[src/rtl/rotary_encoder_pkg.sv]
// Shared definitions for the rotary encoder controller.
//   - Default channel count / counter width and the channel index width.
//   - Controller FSM state type.
//   - Wrap-aware delta and direction helpers for W-bit counters.
package rotary_encoder_pkg;

    localparam int unsigned NchDef = 4;
    localparam int unsigned WDef   = 5;
    localparam int unsigned ChanW  = $clog2(NchDef);

    typedef enum logic [2:0] {
        StInit,
        StIdle,
        StLoad,
        StSettle,
        StReport
    } state_t;

    // (snap - last) mod 2^w, returned zero-extended to 32 bits.
    function automatic logic [31:0] wrap_delta(input logic [31:0] snap,
                                               input logic [31:0] last,
                                               input int unsigned w);
        logic [31:0] mask;
        mask = (w >= 32) ? 32'hFFFF_FFFF : ((32'd1 << w) - 32'd1);
        return (snap - last) & mask;
    endfunction

    // Increment when the delta is at most half the range; the exact half-range
    // step is ambiguous and is reported as an increment.
    function automatic logic wrap_dir(input logic [31:0] delta,
                                      input int unsigned w);
        return delta <= (32'd1 << (w - 1));
    endfunction

endpackage

[src/rtl/renc_rr_arbiter.sv]
// Combinational round-robin arbiter.
//   req_i   : pending request vector, one bit per channel.
//   ptr_i   : highest-priority channel (must be < NCH).
//   gnt_o   : one-hot grant of the first request at or after ptr_i, wrapping.
//   idx_o   : index of the granted channel.
//   valid_o : at least one request present.
module renc_rr_arbiter
    import rotary_encoder_pkg::*;
#(
    parameter int unsigned NCH = NchDef,
    parameter int unsigned CW  = ChanW
) (
    input  logic [NCH-1:0] req_i,
    input  logic [CW-1:0]  ptr_i,
    output logic [NCH-1:0] gnt_o,
    output logic [CW-1:0]  idx_o,
    output logic           valid_o
);

    always_comb begin
        int unsigned j;
        j       = 0;
        gnt_o   = '0;
        idx_o   = '0;
        valid_o = 1'b0;
        for (int unsigned k = 0; k < NCH; k++) begin
            j = 32'(ptr_i) + k;
            if (j >= NCH) begin
                j = j - NCH;
            end
            if (!valid_o && req_i[j]) begin
                valid_o  = 1'b1;
                gnt_o[j] = 1'b1;
                idx_o    = CW'(j);
            end
        end
    end

endmodule

[src/rtl/rotary_encoder_ctrl.sv]
// Rotary encoder controller / scheduler.
// Preloads encoder counters on CPU request, tracks count changes per channel and
// reports one change event at a time (round-robin) with a wrap-aware delta.
//   clk_i, reset_i        : clock, asynchronous active-high reset.
//   enc_count_i           : encoder counts, lane i = bits [i*W +: W].
//   enc_din_o, enc_load_o : preload values and one-cycle load strobes.
//   enable_i              : per-channel event enable.
//   cfg_*                 : preload request stream (valid/ready).
//   evt_*                 : change event stream (valid/ready) with payload.
//   irq_o                 : level interrupt, equals evt_valid_o.
module rotary_encoder_ctrl
    import rotary_encoder_pkg::*;
#(
    parameter int unsigned NCH             = NchDef,
    parameter int unsigned W               = WDef,
    parameter logic [W-1:0] PRELOAD_DEFAULT = {W{1'b1}},
    // Must be at least 1.
    parameter int unsigned SETTLE          = 2,
    localparam int unsigned CW             = (NCH > 1) ? $clog2(NCH) : 1
) (
    input  logic             clk_i,
    input  logic             reset_i,
    input  logic [NCH*W-1:0] enc_count_i,
    output logic [NCH*W-1:0] enc_din_o,
    output logic [NCH-1:0]   enc_load_o,
    input  logic [NCH-1:0]   enable_i,
    input  logic             cfg_valid_i,
    output logic             cfg_ready_o,
    input  logic [CW-1:0]    cfg_chan_i,
    input  logic [W-1:0]     cfg_value_i,
    output logic             evt_valid_o,
    input  logic             evt_ready_i,
    output logic [CW-1:0]    evt_chan_o,
    output logic [W-1:0]     evt_count_o,
    output logic [W-1:0]     evt_delta_o,
    output logic             evt_dir_o,
    output logic             irq_o
);

    localparam int unsigned SW = (SETTLE > 1) ? $clog2(SETTLE) : 1;

    state_t                  state_q, state_d;
    logic [CW-1:0]           ptr_q, ptr_d;
    logic [CW-1:0]           ch_q, ch_d;
    logic [NCH-1:0]          pend_q, pend_d;
    logic [NCH-1:0][W-1:0]   last_q, last_d;
    logic [NCH-1:0][W-1:0]   din_q, din_d;
    logic [SW-1:0]           settle_q, settle_d;
    logic [CW-1:0]           evt_chan_q, evt_chan_d;
    logic [W-1:0]            evt_count_q, evt_count_d;
    logic [W-1:0]            evt_delta_q, evt_delta_d;
    logic                    evt_dir_q, evt_dir_d;

    logic [NCH-1:0][W-1:0]   cnt;
    logic [NCH-1:0]          masked;
    logic [NCH-1:0]          gnt;
    logic [CW-1:0]           gidx;
    logic                    gvalid;
    logic [W-1:0]            snap;

    assign cnt = enc_count_i;

    renc_rr_arbiter #(
        .NCH (NCH),
        .CW  (CW)
    ) u_arb (
        .req_i   (pend_q),
        .ptr_i   (ptr_q),
        .gnt_o   (gnt),
        .idx_o   (gidx),
        .valid_o (gvalid)
    );

    // Count of the granted channel, selected with the one-hot grant.
    always_comb begin
        snap = '0;
        for (int unsigned i = 0; i < NCH; i++) begin
            if (gnt[i]) begin
                snap = snap | cnt[i];
            end
        end
    end

    // A channel being loaded or settling must not raise events from the
    // transient counts the encoder produces around the load.
    always_comb begin
        for (int unsigned i = 0; i < NCH; i++) begin
            masked[i] = ((state_q == StLoad) || (state_q == StSettle)) && (32'(ch_q) == i);
        end
    end

    always_comb begin
        state_d     = state_q;
        ptr_d       = ptr_q;
        ch_d        = ch_q;
        pend_d      = pend_q;
        last_d      = last_q;
        din_d       = din_q;
        settle_d    = settle_q;
        evt_chan_d  = evt_chan_q;
        evt_count_d = evt_count_q;
        evt_delta_d = evt_delta_q;
        evt_dir_d   = evt_dir_q;

        for (int unsigned i = 0; i < NCH; i++) begin
            if (!enable_i[i]) begin
                // Track the count while disabled so re-enabling is silent.
                last_d[i] = cnt[i];
                pend_d[i] = 1'b0;
            end else if (!masked[i] && (cnt[i] != last_q[i])) begin
                pend_d[i] = 1'b1;
            end
        end

        unique case (state_q)
            StInit: begin
                last_d  = cnt;
                pend_d  = '0;
                state_d = StIdle;
            end
            StIdle: begin
                if (cfg_valid_i) begin
                    if (32'(cfg_chan_i) < NCH) begin
                        ch_d              = cfg_chan_i;
                        // Written on acceptance so din is valid while the strobe is high.
                        din_d[cfg_chan_i] = cfg_value_i;
                        state_d           = StLoad;
                    end
                end else if (gvalid) begin
                    ch_d        = gidx;
                    evt_chan_d  = gidx;
                    evt_count_d = snap;
                    evt_delta_d = W'(wrap_delta(32'(snap), 32'(last_q[gidx]), W));
                    evt_dir_d   = wrap_dir(wrap_delta(32'(snap), 32'(last_q[gidx]), W), W);
                    state_d     = StReport;
                end
            end
            StLoad: begin
                last_d[ch_q] = din_q[ch_q];
                pend_d[ch_q] = 1'b0;
                settle_d     = SW'(SETTLE - 1);
                state_d      = StSettle;
            end
            StSettle: begin
                if (settle_q == '0) begin
                    last_d[ch_q] = cnt[ch_q];
                    state_d      = StIdle;
                end else begin
                    settle_d = settle_q - 1'b1;
                end
            end
            StReport: begin
                if (evt_ready_i) begin
                    last_d[ch_q] = evt_count_q;
                    pend_d[ch_q] = 1'b0;
                    ptr_d        = (32'(ch_q) == NCH - 1) ? '0 : ch_q + 1'b1;
                    state_d      = StIdle;
                end
            end
            default: state_d = StInit;
        endcase
    end

    always_ff @(posedge clk_i or posedge reset_i) begin
        if (reset_i) begin
            state_q     <= StInit;
            ptr_q       <= '0;
            ch_q        <= '0;
            pend_q      <= '0;
            last_q      <= '0;
            din_q       <= {NCH{PRELOAD_DEFAULT}};
            settle_q    <= '0;
            evt_chan_q  <= '0;
            evt_count_q <= '0;
            evt_delta_q <= '0;
            evt_dir_q   <= 1'b0;
        end else begin
            state_q     <= state_d;
            ptr_q       <= ptr_d;
            ch_q        <= ch_d;
            pend_q      <= pend_d;
            last_q      <= last_d;
            din_q       <= din_d;
            settle_q    <= settle_d;
            evt_chan_q  <= evt_chan_d;
            evt_count_q <= evt_count_d;
            evt_delta_q <= evt_delta_d;
            evt_dir_q   <= evt_dir_d;
        end
    end

    // Strobes and handshake flags decode the state directly so reset clears them at once.
    always_comb begin
        for (int unsigned i = 0; i < NCH; i++) begin
            enc_load_o[i] = (state_q == StLoad) && (32'(ch_q) == i);
        end
    end

    assign enc_din_o   = din_q;
    assign cfg_ready_o = (state_q == StIdle);
    assign evt_valid_o = (state_q == StReport);
    assign irq_o       = evt_valid_o;
    assign evt_chan_o  = evt_chan_q;
    assign evt_count_o = evt_count_q;
    assign evt_delta_o = evt_delta_q;
    assign evt_dir_o   = evt_dir_q;

endmodule

[config.mk]
export PLATFORM = sky130hd
export DESIGN_NAME = rotary_encoder_ctrl
export DESIGN_NICKNAME = d
export VERILOG_FILES = /design/src/rtl/rotary_encoder_pkg.sv /design/src/rtl/renc_rr_arbiter.sv /design/src/rtl/rotary_encoder_ctrl.sv
export SDC_FILE = /design/constraint.sdc
export NUM_CORES = 1
export LEC_CHECK = 0
export BUFFER_PORTS_ARGS = -buffer_cell sky130_fd_sc_hd__clkbuf_2
export CAP_MARGIN = 20
export CORE_ASPECT_RATIO = 0.5
export CORE_MARGIN = 5
export CORE_UTILIZATION = 40
export CTS_CLUSTER_SIZE = 8
export DETAILED_ROUTE_END_ITERATION = 10
export GPL_ROUTABILITY_DRIVEN = 0
export HOLD_SLACK_MARGIN = 0.05
export PLACE_DENSITY = 0.58
export SETUP_SLACK_MARGIN = 0.02
export SLEW_MARGIN = 20
export SYNTH_ARGS = -nofsm -noshare
export SYNTH_HDL_FRONTEND = slang
export SYNTH_SLANG_ARGS = --single-unit
[constraint.sdc]
create_clock -name clk_i -period 6.35 [get_ports clk_i]
set_input_delay 0 -clock clk_i [delete_from_list [all_inputs] [get_ports clk_i]]
set_output_delay 0 -clock clk_i [all_outputs]
set_load 0.01 [all_outputs]
Word-level counts from Yosys, hierarchy flattened

Cells that the tools add are included.

Register bits after elaboration: 65
Bits in latches: 0
Memory bits (writable): 0
Memory bits (read-only): 0
Input port bits: 35
Output and inout bits: 40
Word-level logic and storage cells: 185
Memories: 0

Add/subtract/negate cells: 10
Multipliers: 0
Divide/modulo/power cells: 0
Magnitude comparators: 18
Equal/unequal tests: 14
Shift-type cells: 0
Multiplexer cells: 79
Bitwise operators: 9
Reduce and logical (&&, ||, !) cells: 38

Operators with widths:

| kind                    | number |
|---|---|
| $ge A32 B1 Y1 const B   | 4 |
| $lt A32 B3 Y1 const B   | 4 |
| $mux W32                | 4 |
| $ge A32 B3 Y1 const B   | 3 |
| $sub A32 B3 Y32 const B | 3 |
| $bwmux W20              | 4 |
| $pmux W20 S4            | 1 |
| $mux W5                 | 13 |
| $mux W20                | 2 |
| $bmux W5 S2             | 3 |
| $mux W1                 | 22 |
| $logic_and A1 B1 Y1     | 21 |
| $demux W5 S2            | 2 |
| $mux W4                 | 5 |
| $ne A5 B5 Y1            | 4 |
| $or A5 B5 Y5            | 3 |
| $pmux W3 S5             | 1 |
| $mux W2                 | 7 |
| $mux W3                 | 4 |
| $or A4 B4 Y4            | 3 |
| $pmux W4 S3             | 1 |
| $demux W1 S2            | 5 |
| $lt A2 B3 Y1 const B    | 3 |
| $bmux W1 S2             | 4 |
| other kinds (28)        | 42 |

Depth between registers and ports, before layout

Gate-level depths: netlist of the first run.

Word-level depth: 23
Mapped depth: 20
Gate-level depth less buffers: 17

Modules after synthesis

A second synthesis of the first run with hierarchy kept.

Cell total of the unflattened synthesis: 582
Area, all modules: 5455.2 um2

By module, submodules not included:

| module              | instances | cells each | area an instance (um2) | sequential area each (um2) |
|---|---|---|---|---|
| rotary_encoder_ctrl | 1         | 534        | 4994.8                 | 1651.6 |
| renc_rr_arbiter     | 1         | 48         | 460.4                  | 0.0 |

Worst setup path after synthesis of the first run

OpenSTA, ideal clock, no wires.

Path kind: register to register
Start point: register ptr_q[0]
End point: register evt_delta_q[4] (netlist: evt_delta_o[4])
Setup time: 125 ps
Data arrival time: 4332 ps
Data required time: 6225 ps
Path slack: 1894 ps
Stages on the path, launching flop included: 18
Path buffers: 2
Period minus slack after synthesis: 4456 ps
Cells stage by stage: dfrtp_1 -> buf_6 -> buf_2 -> inv_1 -> ha_1 -> mux4_2 -> a22o_1 -> mux2i_1 -> o21ai_0 -> a222oi_1 -> a21boi_1 -> ha_1 -> inv_1 -> fa_1 -> a21o_1 -> a21oi_1 -> xnor3_1 -> mux2_2

Word-level cells in the longest chain between the ends: 22
Elaborated cells on any way between the ends: 75
Classes of those cells: 8 x add/sub; 12 x order compare; 38 x mux; 6 x bitwise; 11 x reduce/logical

Ends and longest elaborated chain:

| what                                                                     | line                       | source |
|---|---|---|
| start: declaration                                                       | rotary_encoder_ctrl.sv:43  | `logic [CW-1:0] ptr_q, ptr_d;` |
| start signal: assignment                                                 | rotary_encoder_ctrl.sv:179 | `ptr_q <= ptr_d;` |
| parallel branches: the longest is 22 deep, another holds $sub A32 B3 Y32 | -                          |  |
| end signal: assignment                                                   | rotary_encoder_ctrl.sv:187 | `evt_delta_q <= evt_delta_d;` |
| end: declaration                                                         | rotary_encoder_ctrl.sv:51  | `logic [W-1:0] evt_delta_q, evt_delta_d;` |

Parallel ways; which one is timed is not known. The select of a mux whose other input is x is not followed.
A chain may end at the register's enable or synchronous reset.

Worst setup path in the final report of the first run

Same ends and word-level chain as after synthesis.

==> impl_metrics.tcl, run 1 <==
set metrics [dict create \
    r2r_slack_ps 1110 \
    row_count 30 \
    post_cts_buffers 0 \
    finalHoldViolCount 0 \
    antenna_found_initial 1 \
    root_buffer "clkbuf_16" \
    relSlewSlack_pct 36.5 \
    grt_pass1_vias 5165 \
    p_int_mw 2.26 \
    dp_slack_ps 1120 \
    final_cell_count_no_fill 869 \
    antenna_cells 0 \
    yosys_warnings 0 \
    vias_per_cell 6.06 \
    drive_above_1_share_pct 26.7 \
    setup_ws_ps 1110 \
    synthFlopType "dfrtp_1" \
    worstSkewPairLatency_ps 340 \
    min_period_ps 5240 \
    syn_area_sq_mm 0.00540 \
    path_clk_slew_ps 60 \
    grt_max_degree 66 \
    dp.cells 841 \
    total_power_mw 4.45 \
    hold_class "input pin to flop" \
    synthesis.nets 679 \
    dieArea_sq_mm 0.0161 \
    switching_share_pct 49.3 \
    final_util_pct 46.7 \
    grt_pass1_wl_mm 29.1 \
    rsz0062_at_grt "false" \
    stdcell_area_sq_mm 0.00625 \
    ff_latch_area_sq_mm 0.00165 \
    p_sw_mw 2.19 \
    avgRoutedWirePerCell_um 21.3 \
    synth_cells 631 \
    status "complete, no violations" \
    cts_resized 0 \
    dp_hpwl_mm 13.1 \
    drt_iter0_drc 609 \
    start_util_pct 40.3 \
    ys_seq_area_share_pct 30.6 \
    fillers 1273 \
    worst_slew_pin_slew_ps 948 \
    worst_ep_arrival_time_ps 5470 \
    irDropWorstVdd_uv 282 \
    die_w_um 174 \
    power_density_mw_per_mm2 711 \
    criticalPathCategory "flop to flop" \
    firstDrtPassIters 8 \
    area_delta_synth_final_pct 15.8 \
    layout_commonest_cell "a21oi_1" \
    synth-edff-count 0 \
    cts_buffers 9 \
    multiInputGateArea_sq_mm 0.00346 \
    route.detailed.drc 0 \
    fin_skew_ps 6.55 \
    clkPwrFrac_pct 11.3 \
    wl_mm 18.5 \
    syn_avg_cell_area_sq_um 8.56 \
    die_y_um 92.2 \
    combPwrFrac_pct 66.4 \
    cts_tree "yes" \
    crit_path_max_fanout 18 \
    max_freq_mhz 191 \
    setup_viol 0 \
    ys_ff_latch 65 \
    hold_buffers 12 \
    tns_ps 0 \
    start_kind "flop" \
    fin_crit_sh_pct 82.5 \
    placed_area_sq_mm 0.00584 \
    grt-ovfl-total 0 \
    cts_buffer_depth 2 \
    htreeDepth 3 \
    p_seq_share_pct 22.4 \
    core_area_sq_mm 0.0134 \
    ant_nets 0 \
    clkSinkCount 65 \
    power.leakage_nw 2.75 \
    crit_path_end_kind "flop" \
    timing.hold.ws_ps 109 \
    gr-usage-all-layers_pct 23.2 \
    nets 736 \
    synth_cell_type_count 55 \
    cp.required_ps 6570 \
    final_cell_mix "a21oi_1 (87), o21ai_0 (74), clkbuf_2 (74)" \
    synth-async-reset-ratio_pct 100 \
    drv_cap 0 \
    portBuffers 74 \
    slew_violations 0 \
    io_pins 75 \
    vias 5267 \
]
==> power by group through the flow <==
stage	registers (mW)	clock network, mW	logic [mW]
floorplan	0.879	0	2.23
global placement	0.992	0	2.86
detailed placement	0.994	0	2.90
CTS	0.987	0.513	2.93
global route	1.03	0.533	3.27
finish	0.996	0.501	2.95
==> registers in the layout (all words and copies together) (netlist names) <==
| register | flops |
|---|---|
| enc_din_o | 20 |
| ch_q | 2 |
| evt_chan_o | 2 |
| state_q | 3 |
| ptr_q | 2 |
| last_q | 20 |
| pend_q | 4 |
| evt_dir_o | 1 |
| settle_q | 1 |
| evt_delta_o | 5 |
| evt_count_o | 5 |
==> worst max-delay path, stage by stage, from the launching register on <==
cell and delay (ps):
dfrtp_1 720, inv_1 300, ha_1 550, mux4_2 650, a22o_1 260, mux2i_1 140
o21ai_0 210, a222oi_1 400, a21boi_1 260, ha_1 170, inv_1 60, fa_1 400
a21o_1 180, a21oi_1 130, xnor3_1 430, mux2_2 270
==> synth_stat cells (5+ instances only) <==
cell type  number  share of area (%)
mux4_2         13                5.4
mux2i_1        29                5.4
inv_1          24                1.7
dfstp_2        20                9.7
a222oi_1        5               0.93
a22oi_1        12                1.7
dfrtp_1        45                 21
nand2b_1       10                1.2
a21oi_1        87                8.1
nand2_1        73                5.1
xnor2_1        11                1.8
nor2b_1         5               0.58
nor3_1          9               0.83
nor2_1         38                2.6
ha_1           12                2.8
clkbuf_1       34                2.4
buf_2           5               0.46
o21ai_0        75                6.9
xor2_1         11                1.8
mux2_2         45                9.4
o22ai_1        15                1.7
==> per-layer routing <==
metal	up-vias	global-route usage [%]	part of all wire [%]
met5	-	0	0.070
met4	2	7.57	2.2
met3	49	5.72	9.8
met2	280	35.5	44
met1	2526	32.1	44
li1	2410	-	-
==> cells by family after synthesis <==
| logic type | synth area share [%] |
|---|---|
| AOI/OAI and AO/OA | 24.2 |
| and+or+nand+nor | 12.6 |
| muxes | 20.2 |
| buffers and inverters | 5.33 |
| DFF | 30.6 |
| xor gates and xnor gates | 3.98 |
| adders and majority gates | 3.15 |
==> worst paths after layout <==
check                          startpoint        endpoint  cells after the start
max in group asynchronous         reset_i       pend_q[0]                      4
min in group asynchronous         reset_i      state_q[0]                      4
min reg2reg                evt_delta_o[1]  evt_delta_o[1]                      2
max reg2reg                      ptr_q[0]  evt_delta_o[4]                     15
max                              ptr_q[0]  evt_delta_o[4]                     15
min                         cfg_chan_i[1]         ch_q[1]                      5
==> cell type report <==
class	count	area share, %
Inverter	25	1.50
Timing Repair Buffer	91	8.44
Multi-Input combinational cell	496	55.4
Clock buffer	11	4.22
Clock inverter	5	0.560
Sequential cell	65	26.4
Tap cell	176	3.52
(Power assumes the default switching activity.)
==> run 2: changes to the inputs <==
--- a/config.mk
+++ b/config.mk
@@ -14,7 +14,7 @@
 export DETAILED_ROUTE_END_ITERATION = 10
 export GPL_ROUTABILITY_DRIVEN = 0
 export HOLD_SLACK_MARGIN = 0.05
-export PLACE_DENSITY = 0.58
+export PLACE_DENSITY = 0.6
 export SETUP_SLACK_MARGIN = 0.02
 export SLEW_MARGIN = 20
 export SYNTH_ARGS = -nofsm -noshare
==> constraint.sdc (replaced) <==
create_clock -name clk_i -period 4.7 [get_ports clk_i]
set_input_delay 0 -clock clk_i [delete_from_list [all_inputs] [get_ports clk_i]]
set_output_delay 0 -clock clk_i [all_outputs]
set_load 0.01 [all_outputs]
==> impl_metrics.tcl, run 2 (synthesized netlist as in run 1, its figures left out) <==
set metrics [dict create \
    antenna_found_initial 1 \
    area_delta_synth_final_pct 16.1 \
    ff_latch_area_sq_mm 0.00165 \
    power_density_mw_per_mm2 976 \
    gr-usage-all-layers_pct 22.9 \
    start_util_pct 40.3 \
    worstPathCellList "inv_1 > ha_1 > mux4_2 > a22o_1 > mux2i_1 > o21ai_1 > a222oi_1 > a21boi_1 > ha_1 > inv_1 > fa_1 > a21o_1 > a21oi_1 > xnor3_1 > mux2_2" \
    clkSinkCount 65 \
    cp.required_ps 4920 \
    rr_startpoint "ptr_q[1]" \
    irDropWorstVdd_uv 443 \
    hp-start "enable_i[2]" \
    timing.hold.ws_ps 67.4 \
    wl_mm 18.6 \
    setup_viol 0 \
    max_stage_delay_ps 600 \
    fin_skew_ps 7.82 \
    grt_pass1_vias 5048 \
    worstHoldPathCells 2 \
    cp_slowest_cell "mux4_2" \
    worst_ep_arrival_time_ps 4690 \
    firstDrtPassIters 5 \
    dieArea_sq_mm 0.0161 \
    vias_per_cell 6.07 \
    cts_buffers 9 \
    post_cts_buffers 0 \
    cts_buffer_depth 2 \
    worst_slew_pin_slew_ps 1150 \
    row_count 30 \
    cp_top_family "compound AO/OA/AOI/OAI gates" \
    finalHoldViolCount 0 \
    core_area_sq_mm 0.0134 \
    final_cell_mix "a21oi_1 (87), clkbuf_2 (74), nand2_1 (73), o21ai_0 (73), mux2_2 (45)" \
    grt_max_degree 66 \
    grt_pass1_wl_mm 29.0 \
    drv_cap 0 \
    r2r_end "evt_delta_o[4]" \
    max_freq_mhz 223 \
    r2r_slack_ps 230 \
    portBuffers 74 \
    hold_class "input pin to flop" \
    cts_tree "yes" \
    status "complete, no violations" \
    holdPathEnd "pend_q[2]" \
    r2r_cells 15 \
    criticalPathCategory "flop to flop" \
    route.detailed.drc 0 \
    fin_crit_sh_pct 95.2 \
    tns_ps 0 \
    nets 739 \
    dp_slack_ps 171 \
    slew_violations 0 \
    root_buffer "clkbuf_16" \
    crit_path_max_fanout 6 \
    die_y_um 92.2 \
    antenna_cells 0 \
    path_clk_slew_ps 60 \
    fillers 1279 \
    avgRoutedWirePerCell_um 21.4 \
    worstSkewPairLatency_ps 340 \
    ant_nets 0 \
    power.leakage_nw 2.77 \
    crit_path_end_kind "flop" \
    drive_above_1_share_pct 27.3 \
    io_pins 75 \
    vias 5296 \
    layout_commonest_cell "a21oi_1" \
    start_kind "flop" \
    htreeDepth 3 \
    grt-ovfl-total 0 \
    setup_ws_ps 226 \
    drt_iter0_drc 646 \
    die_w_um 174 \
    multiInputGateArea_sq_mm 0.00346 \
    rsz0062_at_grt "false" \
    relSlewSlack_pct 23.3 \
    dp_hpwl_mm 13.1 \
    crit_buf_inv 2 \
    min_period_ps 4470 \
]
==> run 2: cell type report <==
| type | instances | share of cell area (%) |
|---|---|---|
| sequential | 65 | 26.3 |
| tap | 176 | 3.51 |
| clock buffer | 11 | 4.21 |
| multi-input combinational | 496 | 55.2 |
| inverter | 25 | 1.50 |
| clock inverter | 5 | 0.519 |
| timing repair buffer | 94 | 8.74 |
==> run 2: repair_timing <==
item | 4_1_cts | 5_1_grt
hold buffers | 11 | 0
hold endpoints to repair | 70 | 0
gates resized for setup | 0 | 2
setup endpoints to repair | 0 | 1
==> run 2: report_power, final <==
group	internal, mW	leakage [nW]	switching (mW)
logic	1.77	1.87	2.30
registers	0.914	0.750	0.450
clock network	0.406	0.152	0.281
==> run 2: worst max-delay path by stage <==
| stage | startpoint | to | slack (ps) | depth (start not counted) |
|---|---|---|---|---|
| 2_1_floorplan | ptr_q[0] | evt_delta_o[4] | 240 | 17 |
| 3_3_place_gp | ptr_q[1] | evt_delta_o[4] | 310 | 15 |
| 3_5_place_dp | ptr_q[1] | evt_delta_o[4] | 170 | 15 |
| 4_1_cts | ptr_q[1] | evt_delta_o[4] | 110 | 15 |
| 5_1_grt | ptr_q[1] | evt_delta_o[4] | 30 | 15 |
| 6_report | ptr_q[1] | evt_delta_o[4] | 230 | 15 |
==> run 2: per-layer routing <==
| metal | vias to the layer above | routed length [um] | track usage, % |
|---|---|---|---|
| met5 | - | 13 | 0 |
| met4 | 2 | 260 | 4.87 |
| met3 | 29 | 1940 | 4.98 |
| met2 | 303 | 8170 | 35.8 |
| met1 | 2547 | 8260 | 32.5 |
| li1 | 2415 | - | - |
==> run 2: worst register-to-register path: cells and delay by family (launching register included) <==
family,cells,cell delay (ps)
AO/OA/AOI/OAI,6,1390
XOR/XNOR,1,440
adder cells (fa/ha/maj),3,900
buffers and inverters,2,170
flip-flops,1,410
multiplexers,3,1060
==> run 2: through the flow <==
| step | util (%) | instance area, sq um | total power, mW | cells |
|---|---|---|---|---|
| finish | 46.8 | 6270 | 6.12 | 872 |
| global placement | 43.8 | 5870 | 5.25 | 845 |
| detailed placement | 43.8 | 5870 | 5.32 | 845 |
| floorplan | - | 5400 | 4.20 | 631 |
| CTS | 46.8 | 6270 | 6.04 | 872 |
| global route | 46.8 | 6270 | 6.56 | 872 |
==> run 3: changes to the inputs <==
==> constraint.sdc (replaced) <==
create_clock -name clk_i -period 3.65 [get_ports clk_i]
set_input_delay 0 -clock clk_i [delete_from_list [all_inputs] [get_ports clk_i]]
set_output_delay 0 -clock clk_i [all_outputs]
set_load 0.01 [all_outputs]
==> impl_metrics.tcl, run 3 (synthesized netlist as in run 1, its figures left out) <==
set metrics [dict create \
    drt_iter0_drc 405 \
    wl_mm 18.9 \
    fin_crit_sh_pct 108 \
    path_clk_slew_ps 60 \
    fillers 1264 \
    cp.required_ps 3880 \
    cts_tree "yes" \
    fin_skew_ps 8.65 \
    worstHoldPathCells 5 \
    nets 781 \
    htreeDepth 3 \
    tns_ps -708 \
    layout_commonest_cell "a21oi_1" \
    path_depth 15 \
    vias_per_cell 5.96 \
    cp_slowest_cell "mux4_2" \
    area_delta_synth_final_pct 24.1 \
    die_y_um 92.2 \
    crit_buf_inv 2 \
    die_w_um 174 \
    vias 5450 \
    start_kind "flop" \
    crit_path_end_kind "flop" \
    finalHoldViolCount 0 \
    portBuffers 74 \
    cp_top_family "compound AO/OA/AOI/OAI gates" \
    drv_cap 0 \
    grt_pass1_wl_mm 29.9 \
    avgRoutedWirePerCell_um 20.7 \
    drive_above_1_share_pct 33.5 \
    slew_violations 0 \
    setup_ws_ps -285 \
    criticalPathCategory "flop to flop" \
    worstSkewPairLatency_ps 340 \
    dieArea_sq_mm 0.0161 \
    dp_hpwl_mm 13.7 \
    worst_slew_pin_slew_ps 895 \
    min_period_ps 3930 \
    core_area_sq_mm 0.0134 \
    setup_viol 4 \
    timing.hold.ws_ps 122 \
    cts_buffers 9 \
    cts_buffer_depth 2 \
    row_count 30 \
    worst_ep_arrival_time_ps 4160 \
    io_pins 75 \
    r2r_cells 15 \
    grt_max_degree 38 \
    gr-usage-all-layers_pct 23.7 \
    root_buffer "clkbuf_16" \
    crit_path_max_fanout 4 \
    violations "setup timing" \
    ant_nets 0 \
    final_cell_mix "a21oi_1 (83), clkbuf_2 (74), nand2_1 (72)" \
    start_util_pct 40.3 \
    relSlewSlack_pct 39.9 \
    grt-ovfl-total 0 \
    max_stage_delay_ps 560 \
    antenna_found_initial 0 \
    route.detailed.drc 0 \
    grt_pass1_vias 5352 \
    firstDrtPassIters 5 \
    rsz0062_at_grt "true" \
    dp_slack_ps -269 \
    status "complete, but fails checks" \
    clkSinkCount 65 \
    worstPathCellList "clkinvlp_4 > ha_4 > mux4_2 > a22o_1 > mux2i_2 > o21ai_2 > a222oi_1 > a21boi_2 > ha_2 > inv_2 > fa_2 > a21o_1 > a21oi_2 > xnor3_1 > mux2_2" \
    antenna_cells 0 \
    max_freq_mhz 254 \
    hold_class "input pin to flop" \
]
run 3: changes by cell type in the layout (fill, tap and decap cells not counted), sizes merged:
cell / delta
buf: +41
inv: -5
clkbuf: +2
clkinvlp: +2
clkinv: +1
dlygate4sd3: +1
run 3: worst reg2reg max path, cell delays in order, from the launching register on:
cell,delay (ps)
dfrtp_1,390
clkinvlp_4,120
ha_4,280
mux4_2,560
a22o_1,240
mux2i_2,200
o21ai_2,110
a222oi_1,320
a21boi_2,230
ha_2,190
inv_2,40
fa_2,330
a21o_1,180
a21oi_2,120
xnor3_1,240
mux2_2,270
run 3: final timing paths:
kind	from	endpoint	slack [ps]
max in group asynchronous	reset_i	last_q[9]	2400
min reg2reg	evt_delta_o[3]	evt_delta_o[3]	480
max reg2reg	ptr_q[0]	evt_delta_o[4]	-280
min in group asynchronous	reset_i	ch_q[0]	280
max	ptr_q[0]	evt_delta_o[4]	-280
min	cfg_chan_i[1]	ch_q[1]	120
run 3: layer usage:
metal / GRT usage [%] / vias to the layer above / share of wire (%)
li1: - / 2494 / -
met1: 32.8 / 2631 / 44
met2: 36.3 / 291 / 44
met3: 6.38 / 34 / 9.8
met4: 6.85 / 0 / 1.8
met5: 0 / - / 0
run 3: repair_timing:
action / 4_1_cts / 5_1_grt
buffers inserted: 6 / 4
resized for setup: 11 / 9
setup endpoints to repair: 3 / 5
hold buffers: 12 / 0
pin swaps: 7 / 4
hold endpoints to repair: 38 / 0
run 3: per-stage QoR:
stage / cell area (sq um) / cells / utilization (%)
global route: 6700 / 914 / 50.0
detailed placement: 6160 / 878 / 45.9
finish: 6700 / 914 / 50.0
CTS: 6640 / 911 / 49.6
global placement: 6160 / 878 / 45.9
floorplan: 5440 / 631 / -
run 3: cell type report:
cell class                 instances  area [sq um]  share of cell area [%]
clock buffer                      13           260                    3.88
inverter                          25          97.6                    1.46
sequential                        65          1650                    24.6
multi-input combinational        496          3560                    53.1
clock inverter                     3          17.5                   0.261
timing repair buffer             136           893                    13.3
tap                              176           220                    3.29
Power of run 3 is not shown: default switching activity piles up to over one toggle a cycle in this logic, so the estimate is an artifact.
